$ cat src/rtl/proc_control_if.sv
// proc_control_if: control-unit <-> datapath/memory bundle
// Ports (master = control unit):
//   in : run, mem_din[15:0], rx_zero
//   out: imm9[8:0], rx_addr[2:0], ry_addr[2:0], bus_sel[2:0], r_in[7:0],
//        a_in, g_in, alu_op[1:0], addr_in, dout_in, mem_wr, pc_inc, pc_in,
//        done, illegal
interface proc_control_if;
    logic        run;
    logic [15:0] mem_din;
    logic        rx_zero;
    logic [8:0]  imm9;
    logic [2:0]  rx_addr;
    logic [2:0]  ry_addr;
    logic [2:0]  bus_sel;
    logic [7:0]  r_in;
    logic        a_in;
    logic        g_in;
    logic [1:0]  alu_op;
    logic        addr_in;
    logic        dout_in;
    logic        mem_wr;
    logic        pc_inc;
    logic        pc_in;
    logic        done;
    logic        illegal;
    modport master (
        input  run, mem_din, rx_zero,
        output imm9, rx_addr, ry_addr, bus_sel, r_in, a_in, g_in, alu_op,
               addr_in, dout_in, mem_wr, pc_inc, pc_in, done, illegal
    );
    modport slave (
        output run, mem_din, rx_zero,
        input  imm9, rx_addr, ry_addr, bus_sel, r_in, a_in, g_in, alu_op,
               addr_in, dout_in, mem_wr, pc_inc, pc_in, done, illegal
    );
endinterface

$ cat src/rtl/proc_control.sv
// proc_control: multicycle fetch/decode/execute sequencer for the 16-bit processor
// Ports: clock, reset (async, active-high), cif (proc_control_if.master):
//   run/mem_din/rx_zero in; IR fields, bus select, register/ALU/memory/PC
//   strobes, done and illegal out. All outputs decode from state and IR.
module proc_control (
    input  logic           clock,
    input  logic           reset,
    proc_control_if.master cif
);
    typedef enum logic [2:0] {IDLE, FETCH, FWAIT, DECODE, E1, E2, E3} state_t;
    state_t      state, next;
    logic [15:0] ir;
    logic [3:0]  op;
    logic [7:0]  rx_hot;
    logic        last;
    assign op          = ir[15:12];
    assign rx_hot      = 8'b1 << ir[11:9];
    assign cif.imm9    = ir[8:0];
    assign cif.rx_addr = ir[11:9];
    assign cif.ry_addr = ir[8:6];
    always_ff @(posedge clock or posedge reset) begin
        if (reset) begin
            state <= IDLE;
            ir    <= '0;
        end else begin
            state <= next;
            if (state == DECODE) ir <= cif.mem_din;
        end
    end
    always_comb begin
        next        = state;
        last        = 1'b0;
        cif.bus_sel = 3'd0;
        cif.r_in    = 8'd0;
        cif.a_in    = 1'b0;
        cif.g_in    = 1'b0;
        cif.alu_op  = 2'd0;
        cif.addr_in = 1'b0;
        cif.dout_in = 1'b0;
        cif.mem_wr  = 1'b0;
        cif.pc_inc  = 1'b0;
        cif.pc_in   = 1'b0;
        cif.illegal = 1'b0;
        case (state)
            IDLE:   next = cif.run ? FETCH : IDLE;
            FETCH: begin
                cif.bus_sel = 3'd6;
                cif.addr_in = 1'b1;
                cif.pc_inc  = 1'b1;
                next        = FWAIT;
            end
            FWAIT:  next = DECODE;
            DECODE: next = E1;
            E1: begin
                next = E2;
                case (op)
                    4'd0, 4'd1: begin
                        cif.bus_sel = (op == 4'd0) ? 3'd2 : 3'd3;
                        cif.r_in    = rx_hot;
                        last        = 1'b1;
                    end
                    4'd2, 4'd3, 4'd4: begin
                        cif.bus_sel = 3'd1;
                        cif.a_in    = 1'b1;
                    end
                    4'd5, 4'd6: begin
                        cif.bus_sel = 3'd2;
                        cif.addr_in = 1'b1;
                    end
                    // Taken branch adds imm to the already-incremented PC via A/G.
                    4'd7: begin
                        cif.bus_sel = cif.rx_zero ? 3'd6 : 3'd0;
                        cif.a_in    = cif.rx_zero;
                        last        = !cif.rx_zero;
                    end
                    default: begin
                        cif.illegal = 1'b1;
                        last        = 1'b1;
                    end
                endcase
            end
            E2: begin
                next = E3;
                case (op)
                    4'd2, 4'd3, 4'd4, 4'd7: begin
                        cif.bus_sel = (op == 4'd4 || op == 4'd7) ? 3'd3 : 3'd2;
                        cif.g_in    = 1'b1;
                        cif.alu_op  = (op == 4'd3) ? 2'd2 : 2'd1;
                    end
                    4'd6: begin
                        cif.bus_sel = 3'd1;
                        cif.dout_in = 1'b1;
                    end
                    default: ;
                endcase
            end
            E3: begin
                last = 1'b1;
                case (op)
                    4'd2, 4'd3, 4'd4, 4'd5: begin
                        cif.bus_sel = (op == 4'd5) ? 3'd5 : 3'd4;
                        cif.r_in    = rx_hot;
                    end
                    4'd6: cif.mem_wr = 1'b1;
                    4'd7: begin
                        cif.bus_sel = 3'd4;
                        cif.pc_in   = 1'b1;
                    end
                    default: ;
                endcase
            end
            default: next = IDLE;
        endcase
        if (last) next = cif.run ? FETCH : IDLE;
        cif.done = last;
    end
endmodule

$ cat src/flat_wrapper.sv
// flat-port wrapper written by rule: the top's interface ports become plain ports
module proc_control_flat 
  (clock, reset, cif_run, cif_mem_din, cif_rx_zero, cif_imm9, cif_rx_addr, cif_ry_addr, cif_bus_sel, cif_r_in, cif_a_in, cif_g_in, cif_alu_op, cif_addr_in, cif_dout_in, cif_mem_wr, cif_pc_inc, cif_pc_in, cif_done, cif_illegal);
  proc_control_if cif_i ();
  input  logic clock;
  input  logic reset;
  input wire logic [$bits(cif_i.run)-1:0] cif_run;
  input wire logic [$bits(cif_i.mem_din)-1:0] cif_mem_din;
  input wire logic [$bits(cif_i.rx_zero)-1:0] cif_rx_zero;
  output wire logic [$bits(cif_i.imm9)-1:0] cif_imm9;
  output wire logic [$bits(cif_i.rx_addr)-1:0] cif_rx_addr;
  output wire logic [$bits(cif_i.ry_addr)-1:0] cif_ry_addr;
  output wire logic [$bits(cif_i.bus_sel)-1:0] cif_bus_sel;
  output wire logic [$bits(cif_i.r_in)-1:0] cif_r_in;
  output wire logic [$bits(cif_i.a_in)-1:0] cif_a_in;
  output wire logic [$bits(cif_i.g_in)-1:0] cif_g_in;
  output wire logic [$bits(cif_i.alu_op)-1:0] cif_alu_op;
  output wire logic [$bits(cif_i.addr_in)-1:0] cif_addr_in;
  output wire logic [$bits(cif_i.dout_in)-1:0] cif_dout_in;
  output wire logic [$bits(cif_i.mem_wr)-1:0] cif_mem_wr;
  output wire logic [$bits(cif_i.pc_inc)-1:0] cif_pc_inc;
  output wire logic [$bits(cif_i.pc_in)-1:0] cif_pc_in;
  output wire logic [$bits(cif_i.done)-1:0] cif_done;
  output wire logic [$bits(cif_i.illegal)-1:0] cif_illegal;
  assign cif_i.run = cif_run;
  assign cif_i.mem_din = cif_mem_din;
  assign cif_i.rx_zero = cif_rx_zero;
  assign cif_imm9 = cif_i.imm9;
  assign cif_rx_addr = cif_i.rx_addr;
  assign cif_ry_addr = cif_i.ry_addr;
  assign cif_bus_sel = cif_i.bus_sel;
  assign cif_r_in = cif_i.r_in;
  assign cif_a_in = cif_i.a_in;
  assign cif_g_in = cif_i.g_in;
  assign cif_alu_op = cif_i.alu_op;
  assign cif_addr_in = cif_i.addr_in;
  assign cif_dout_in = cif_i.dout_in;
  assign cif_mem_wr = cif_i.mem_wr;
  assign cif_pc_inc = cif_i.pc_inc;
  assign cif_pc_in = cif_i.pc_in;
  assign cif_done = cif_i.done;
  assign cif_illegal = cif_i.illegal;
  proc_control u_core (.clock(clock), .reset(reset), .cif(cif_i));
endmodule
$ cat config.mk
export PLATFORM = sky130hd
export DESIGN_NAME = proc_control_flat
export DESIGN_NICKNAME = d
export VERILOG_FILES = /design/src/rtl/proc_control_if.sv /design/src/rtl/proc_control.sv /design/src/flat_wrapper.sv
export SDC_FILE = /design/constraint.sdc
export NUM_CORES = 1
export LEC_CHECK = 0
export CAP_MARGIN = 20
export CORE_ASPECT_RATIO = 0.75
export CORE_MARGIN = 1.5
export CORE_UTILIZATION = 34
export DETAILED_ROUTE_END_ITERATION = 8
export GPL_TIMING_DRIVEN = 0
export PLACE_DENSITY = 0.68
export SYNTH_ARGS = -nofsm -noshare
export SYNTH_HDL_FRONTEND = slang
export SYNTH_SLANG_ARGS = --single-unit
$ cat constraint.sdc
create_clock -name clock -period 2.85 [get_ports clock]
set_input_delay 0.855 -clock clock [delete_from_list [all_inputs] [get_ports clock]]
set_output_delay 0.855 -clock clock [all_outputs]
set_load 0.03 [all_outputs]
==> metrics, run 1 <==
Net count, final 211; Worst Path Required 2.00 ns; cell area after synthesis between 1000 and 1500 um^2; number of DRC markers in iteration 0 51; max-slew violations 0; antenna cell count 0; maximum capacitance violations 0; count of vias placed by the detailed router approximately 1100; Sw Share between 40% and 50%; Comb pwr share 67.0%; first-pass detailed-route iteration total 4; relative area change from synthesis to final layout 51.0%; CP endpoint kind output port; Clock Sinks 19; Fmax achieved about 360 MHz; share of the yosys chip area belonging to registers 37.6%; Worst Path Max Fanout 8; post-route cell area 1910 um^2; Critical Path Start Type register; maximum vdd drop roughly 0.00092 V; power density over cell area 1200 nW/um^2; number of I/O pins 57; global router's overall resource usage 16.1%; fraction of power consumed by the clock network 8.1%; area of the die 4100 um^2; clock-pin slew reported for the worst setup and hold paths after clock tree synthesis 0.07 ns; post-synthesis net count 151; CTS HTree Levels 1; last element of the critical path cif_r_in[2]; Final HPWL DP about 2300 um; setup skew after layout ~0.0014 ns; initial antenna violation count 0; count of flip-flops with a built-in enable after synthesis 0; switching pwr 1.04 mW; top_reg_cell synth dfrtp_1; Unique masters post-synth 32; first element of the critical path u_core.ir[13]; largest net degree at the start of global routing 20; DRC viols 0; wire length after detailed routing 3130 um; minimum setup slack after placement -0.545 ns; Placement Cell Area 1890 um^2; main area contributors after synthesis dfrtp_1 (38%), mux2_2 (15%), buf_4 (8.9%); hold_ws 0.508 ns; die outline height 55.8 um; hold_buf cts 0; outcome finished, final reports clean; buffer cell driving the clock tree root clkbuf_8; routed length per instance 13.0 um; R2R Path End u_core.ir[12]; classification of the worst setup path reg2out; synthesized flop and latch total 19; dominant cell type by area after synthesis dfrtp_1; fraction of registers with async set or reset after synthesis between 90% and 100%; area share of the largest cell type after synthesis 37.6%; list of most frequent post-synthesis cells dfrtp_1 (19), mux2_2 (17), buf_4 (15); via density per instance 4.74; share of layout cells above drive strength 1 38.4%; die width 73.4 um; master of the slowest instance on the critical path dfrtp_2; global route total overflow 0; sequential fraction of design power 24.9%; final antenna-violating net count 0; Final Wtd Congestion 0.819; stage delay of the slowest cell on the critical path 0.46 ns; buffer depth of the longest clock path 2; number of clock buffers inserted by TritonCTS 3; vias in the first global route 1124; fill cell instance count of the final layout about 340; slew at the pin closest to its max-slew limit 0.727 ns; arrival time at the worst endpoint roughly 1.9 ns; Pleak roughly 0.90 nW; TritonCTS clock tree done; internal power consumption between 1 and 1.5 mW; FP Rows 18; number of cells produced by synthesis approximately 130; time the final worst path needs with I/O delays and setup roughly 2.8 ns; Synth warnings 0; post-route fraction of the period consumed by the critical path 96.6%; Mapped Avg Cell Area 9.66 um^2; source-to-sink clock delay at the later pin of the worst-skew pair 0.25 ns; worst slew slack as a fraction of its limit 51.5%; type of the most critical hold path reg2reg; cells along the critical path xnor2_2 > a2111oi_4 > nand2b_1 > nor3b_2 > buf_4; flop2flop setup slack 1.18 ns; endpoints failing hold 0; crit path setup slack, layout between 0.09 and 0.1 ns; final standard cell count with taps included and fillers excluded 240; r2r startpoint u_core.state[2]; buffers inserted by post-CTS timing repair 0; final setup vio count 0; wire length of the first global-routing pass 5220 um; initial core utilization 37.0%; placed cell count 237; placeable core area 3420 um^2; total power draw 2.29 mW; top-count cell post-synth dfrtp_1; count of buffers from port buffering 56; Worst R2R Path Depth 4
==> flip-flops by register name, summed over array words and instances (netlist names) <==
| signal | flops |
|---|---|
| u_core.ir | 16 |
| u_core.state | 3 |
==> through the flow <==
stage	util [%]	TNS, ns
final	55.8	0
after global routing	55.8	-0.0137
after CTS	56.0	-0.0515
after detailed placement	55.3	-2.79
after global placement	55.3	-2.70
after floorplan	-	0
==> critical path, delay by kind of cell, from the launching register on <==
family / cells / cell delay, ns
flip-flops: 1 / 0.46
buffers and inverters: 1 / 0.18
XOR/XNOR: 1 / 0.18
AND/OR/NAND/NOR: 2 / 0.42
AO/OA/AOI/OAI: 1 / 0.40
==> how the worst min path moves through the flow <==
stage	cells past startpoint	to	start	slack, ns
finish	1	u_core.ir[0]	u_core.ir[0]	0.51
global route	1	u_core.ir[5]	u_core.ir[5]	0.55
CTS	1	u_core.ir[0]	u_core.ir[0]	0.51
detailed placement	1	u_core.ir[0]	u_core.ir[0]	0.50
global placement	1	u_core.ir[5]	u_core.ir[5]	0.49
floorplan	1	u_core.ir[3]	u_core.ir[3]	0.48
==> per-layer routing <==
layer | up-vias | wire [um] | track usage [%]
met1 | 538 | 1380 | 22.1
li1 | 552 | - | -
met4 | 0 | 26 | 1.59
met5 | - | 0 | 0
met2 | 43 | 1480 | 25.6
met3 | 4 | 246 | 5.07
==> cell type report <==
type / count / area, um^2 / share of cell area [%]
clock buffers: 4 / 45.0 / 2.36
flip-flops and latches: 19 / 479 / 25.1
plain buffers: 21 / 143 / 7.47
inverters: 5 / 18.8 / 0.982
multi-input cells: 85 / 654 / 34.3
well taps: 50 / 62.6 / 3.27
repair buffers: 56 / 508 / 26.6
==> power by group through the flow <==
stage	clock, mW	sequential, mW	combinational [mW]
finish	0.186	0.571	1.54
global route	0.207	0.604	1.65
CTS	0.194	0.541	1.54
detailed placement	0	0.542	1.56
global placement	0	0.534	1.54
floorplan	0	0.507	1.12
==> cells in the final DEF (no fill, tap or decap), types with 2 or more instances in the layout <==
cell,instances
nor2_1,13
mux2i_1,2
clkbuf_2,3
clkbuf_8,3
buf_2,12
nor3_1,4
nand2b_1,4
inv_1,5
nand2_2,2
a21oi_1,4
or3b_2,2
clkdlybuf4s50_1,34
nor2b_1,3
buf_4,20
nand3_1,5
nor3b_2,2
o211a_1,2
mux2_2,17
dlygate4sd2_1,3
dlymetal6s2s_1,3
dfrtp_1,16
o21ai_0,5
nand2_1,4
dfrtp_2,3
==> logic make-up after synthesis <==
kind of cell	synth area share, %
and+or+nand+nor	20.0
xor gates and xnor gates	2.08
muxes	16.7
buffers and inverters	13.0
AOI/OAI and AO/OA	10.7
DFF	37.6
==> what timing repair did <==
| action | in CTS | in global routing |
|---|---|---|
| setup endpoints to repair | 21 | 19 |
| resized for setup | 70 | 34 |
| pin swaps | 0 | 3 |
Power figures use the tool's default switching activity.
==> run 2: changes to the inputs <==
Clock period 2.85 ns to 3 ns, I/O delays scaled along.
==> metrics, run 2 (synthesis results as in run 1) <==
worst slew slack as a fraction of its limit 51.1% (-0.32 points); wire length after detailed routing 3060 um (-2.3%); post-route fraction of the period consumed by the critical path 95.9%; buffer cell driving the clock tree root clkbuf_8; buffer depth of the longest clock path 2 (unchanged); area of the die 4100 um^2 (unchanged); endpoints failing hold 0 (unchanged); type of the most critical hold path reg2reg; total power draw 2.16 mW (-5.8%); share of layout cells above drive strength 1 34.6% (-3.9 points); area occupied by multi-input gates 631 um^2 (-3.6%); source-to-sink clock delay at the later pin of the worst-skew pair 0.26 ns (about the same); arrival time at the worst endpoint 1.98 ns (+0.08 ns); final setup vio count 0 (unchanged); count of vias placed by the detailed router 1150 (+1.1%); Biggest register u_core.ir; first-pass detailed-route iteration total 4 (unchanged); classification of the worst setup path reg2out; Critical Path Start Type register; Placement Cell Area 1890 um^2 (-0.33%); power density over cell area 1140 nW/um^2 (-4.9%); Clock Sinks 19 (unchanged); setup skew after layout 0.00549 ns (+0.00408 ns); antenna cell count 0 (unchanged); commonest cells after routing, fill and taps aside clkdlybuf4s50_1 (35), dfrtp_1 (19), mux2_2 (17), buf_4 (17), nor2_1 (13); number of I/O pins 57 (unchanged); placeable core area 3420 um^2 (unchanged); minimum setup slack after placement -0.479 ns (+0.0654 ns); number of clock buffers inserted by TritonCTS 3 (unchanged); crit path setup slack, layout 0.122 ns (+0.0260 ns); routed length per instance 12.7 um (-2.7%); die width 73.4 um (unchanged); initial core utilization 37.0% (unchanged); die outline height 55.8 um (unchanged); FP Rows 18 (unchanged); number of instances on the worst hold path 1 (unchanged); placed cell count 237 (unchanged); detailed-routed wire length on met2 1480 um (about the same); global route total overflow 0 (unchanged); Fmax achieved 347 MHz; wire length of the first global-routing pass 5020 um (-3.8%); CP endpoint kind output port; routed length on met1 1340 um (-2.8%); slew at the pin closest to its max-slew limit 0.732 ns (+0.00483 ns); RSZ-0062 raised after global routing yes; Largest register FFs 16 (unchanged); outcome finished, final reports clean; hold_buf cts 0 (unchanged); Final HPWL DP 2320 um (-0.65%); final antenna-violating net count 0 (unchanged); count of buffers from port buffering 56 (unchanged); amount of wire on met3 after detailed routing 240 um (-2.4%); most common cell after layout, fill and taps aside clkdlybuf4s50_1; relative area change from synthesis to final layout 49.5%; max-slew violations 0 (unchanged); time the final worst path needs with I/O delays and setup around 2.9 ns; initial antenna violation count 0 (unchanged); DRC viols 0 (unchanged); largest net degree at the start of global routing 20 (unchanged); number of DRC markers in iteration 0 62 (+22%); post-route cell area 1890 um^2 (-1.0%); clock-pin slew reported for the worst setup and hold paths after clock tree synthesis 0.07 ns (about the same); Worst Path Required 2.10 ns (+0.10 ns); Final Wtd Congestion 0.825 (+0.82%); Worst R2R Path Depth 4 (unchanged); DR top layer met3; global router's overall resource usage 15.6% (-0.46 points); top flop regs u_core.ir: 16 flops, u_core.state: 3 flops; TritonCTS clock tree done; vias in the first global route 1086 (-3.4%); final standard cell count with taps included and fillers excluded 241 (+0.42%); maximum vdd drop 0.000658 V (-28%); CTS HTree Levels 1 (unchanged); sequential cell area 475 um^2 (-0.78%); Net count, final 212 (+0.47%); Pleak 0.869 nW (-3.0%); maximum capacitance violations 0 (unchanged); Worst Path Max Fanout 8 (unchanged); fill cell instance count of the final layout 302 (-9.9%); via density per instance 4.77 (+0.72%)
==> run 2: cell types whose count changed in the layout (fill, tap and decap cells not counted), moves of 3 or more <==
| cell | delta |
|---|---|
| dfrtp_1 | +3 |
| dfrtp_2 | -3 |
| buf_4 | -3 |
| buf_2 | -3 |
| clkbuf_2 | +4 |
==> run 2: what timing repair did <==
| item | in CTS | in global routing |
|---|---|---|
| endpoints found under the hold margin | 0 | 0 |
| endpoints found under the setup margin | 19 | 17 |
| setup buffers | 0 | 0 |
| pin swaps | 0 | 1 |
| resized for setup | 48 | 25 |
==> run 2: final timing paths <==
check                                 from  slack (ns)             to
hold / removal                u_core.ir[0]        0.52   u_core.ir[0]
setup / recovery             u_core.ir[13]        0.12    cif_r_in[3]
hold reg to reg               u_core.ir[0]        0.52   u_core.ir[0]
min in group asynchronous            reset        1.06   u_core.ir[4]
max in group asynchronous            reset        1.47  u_core.ir[11]
setup reg to reg           u_core.state[2]        1.33  u_core.ir[13]
==> run 2: cell type report <==
cell class,count,share of cell area (%)
multi-input combinational,85,33.4
timing repair buffer,56,26.9
sequential,19,25.1
buffer,22,7.74
tap,50,3.31
clock buffer,3,2.18
inverter,5,0.993
clock inverter,1,0.397
==> run 2: critical path, cell delays in order (launching register included) <==
cell             delay, ns
dfrtp_1               0.36
buf_2                 0.16
o21ba_2               0.24
a2111oi_4             0.35
nand2_2               0.13
nor3b_2               0.16
clkdlybuf4s15_2       0.32
==> run 2: stage by stage <==
step                hold slack, ns  util (%)  setup TNS, ns
CTS                          0.518      56.0              0
finish                       0.515      55.2              0
detailed placement           0.501      55.2          -1.69
global placement             0.492      55.2          -1.69
global route                 0.529      55.2        -0.0282
floorplan                    0.481         -              0
==> run 2: layer usage <==
metal | track usage, % | vias up
li1 | - | 555
met1 | 20.9 | 549
met2 | 24.9 | 46
met3 | 5.07 | 0
met4 | 2.38 | 0
met5 | 0 | -
==> run 2: power breakdown <==
part	leakage, nW	switching, mW	total, mW	internal [mW]
Combinational	0.624	0.764	1.46	0.696
Clock	0.0217	0.0853	0.179	0.0935
Sequential	0.224	0.131	0.520	0.388
Total	0.869	0.981	2.16	1.18
==> run 3: changes to the inputs <==
Settings changed: SLEW_MARGIN set to 25.
==> results of run 3 <==
Same layout as run 2: the final DEF is identical, and so are final timing and power.
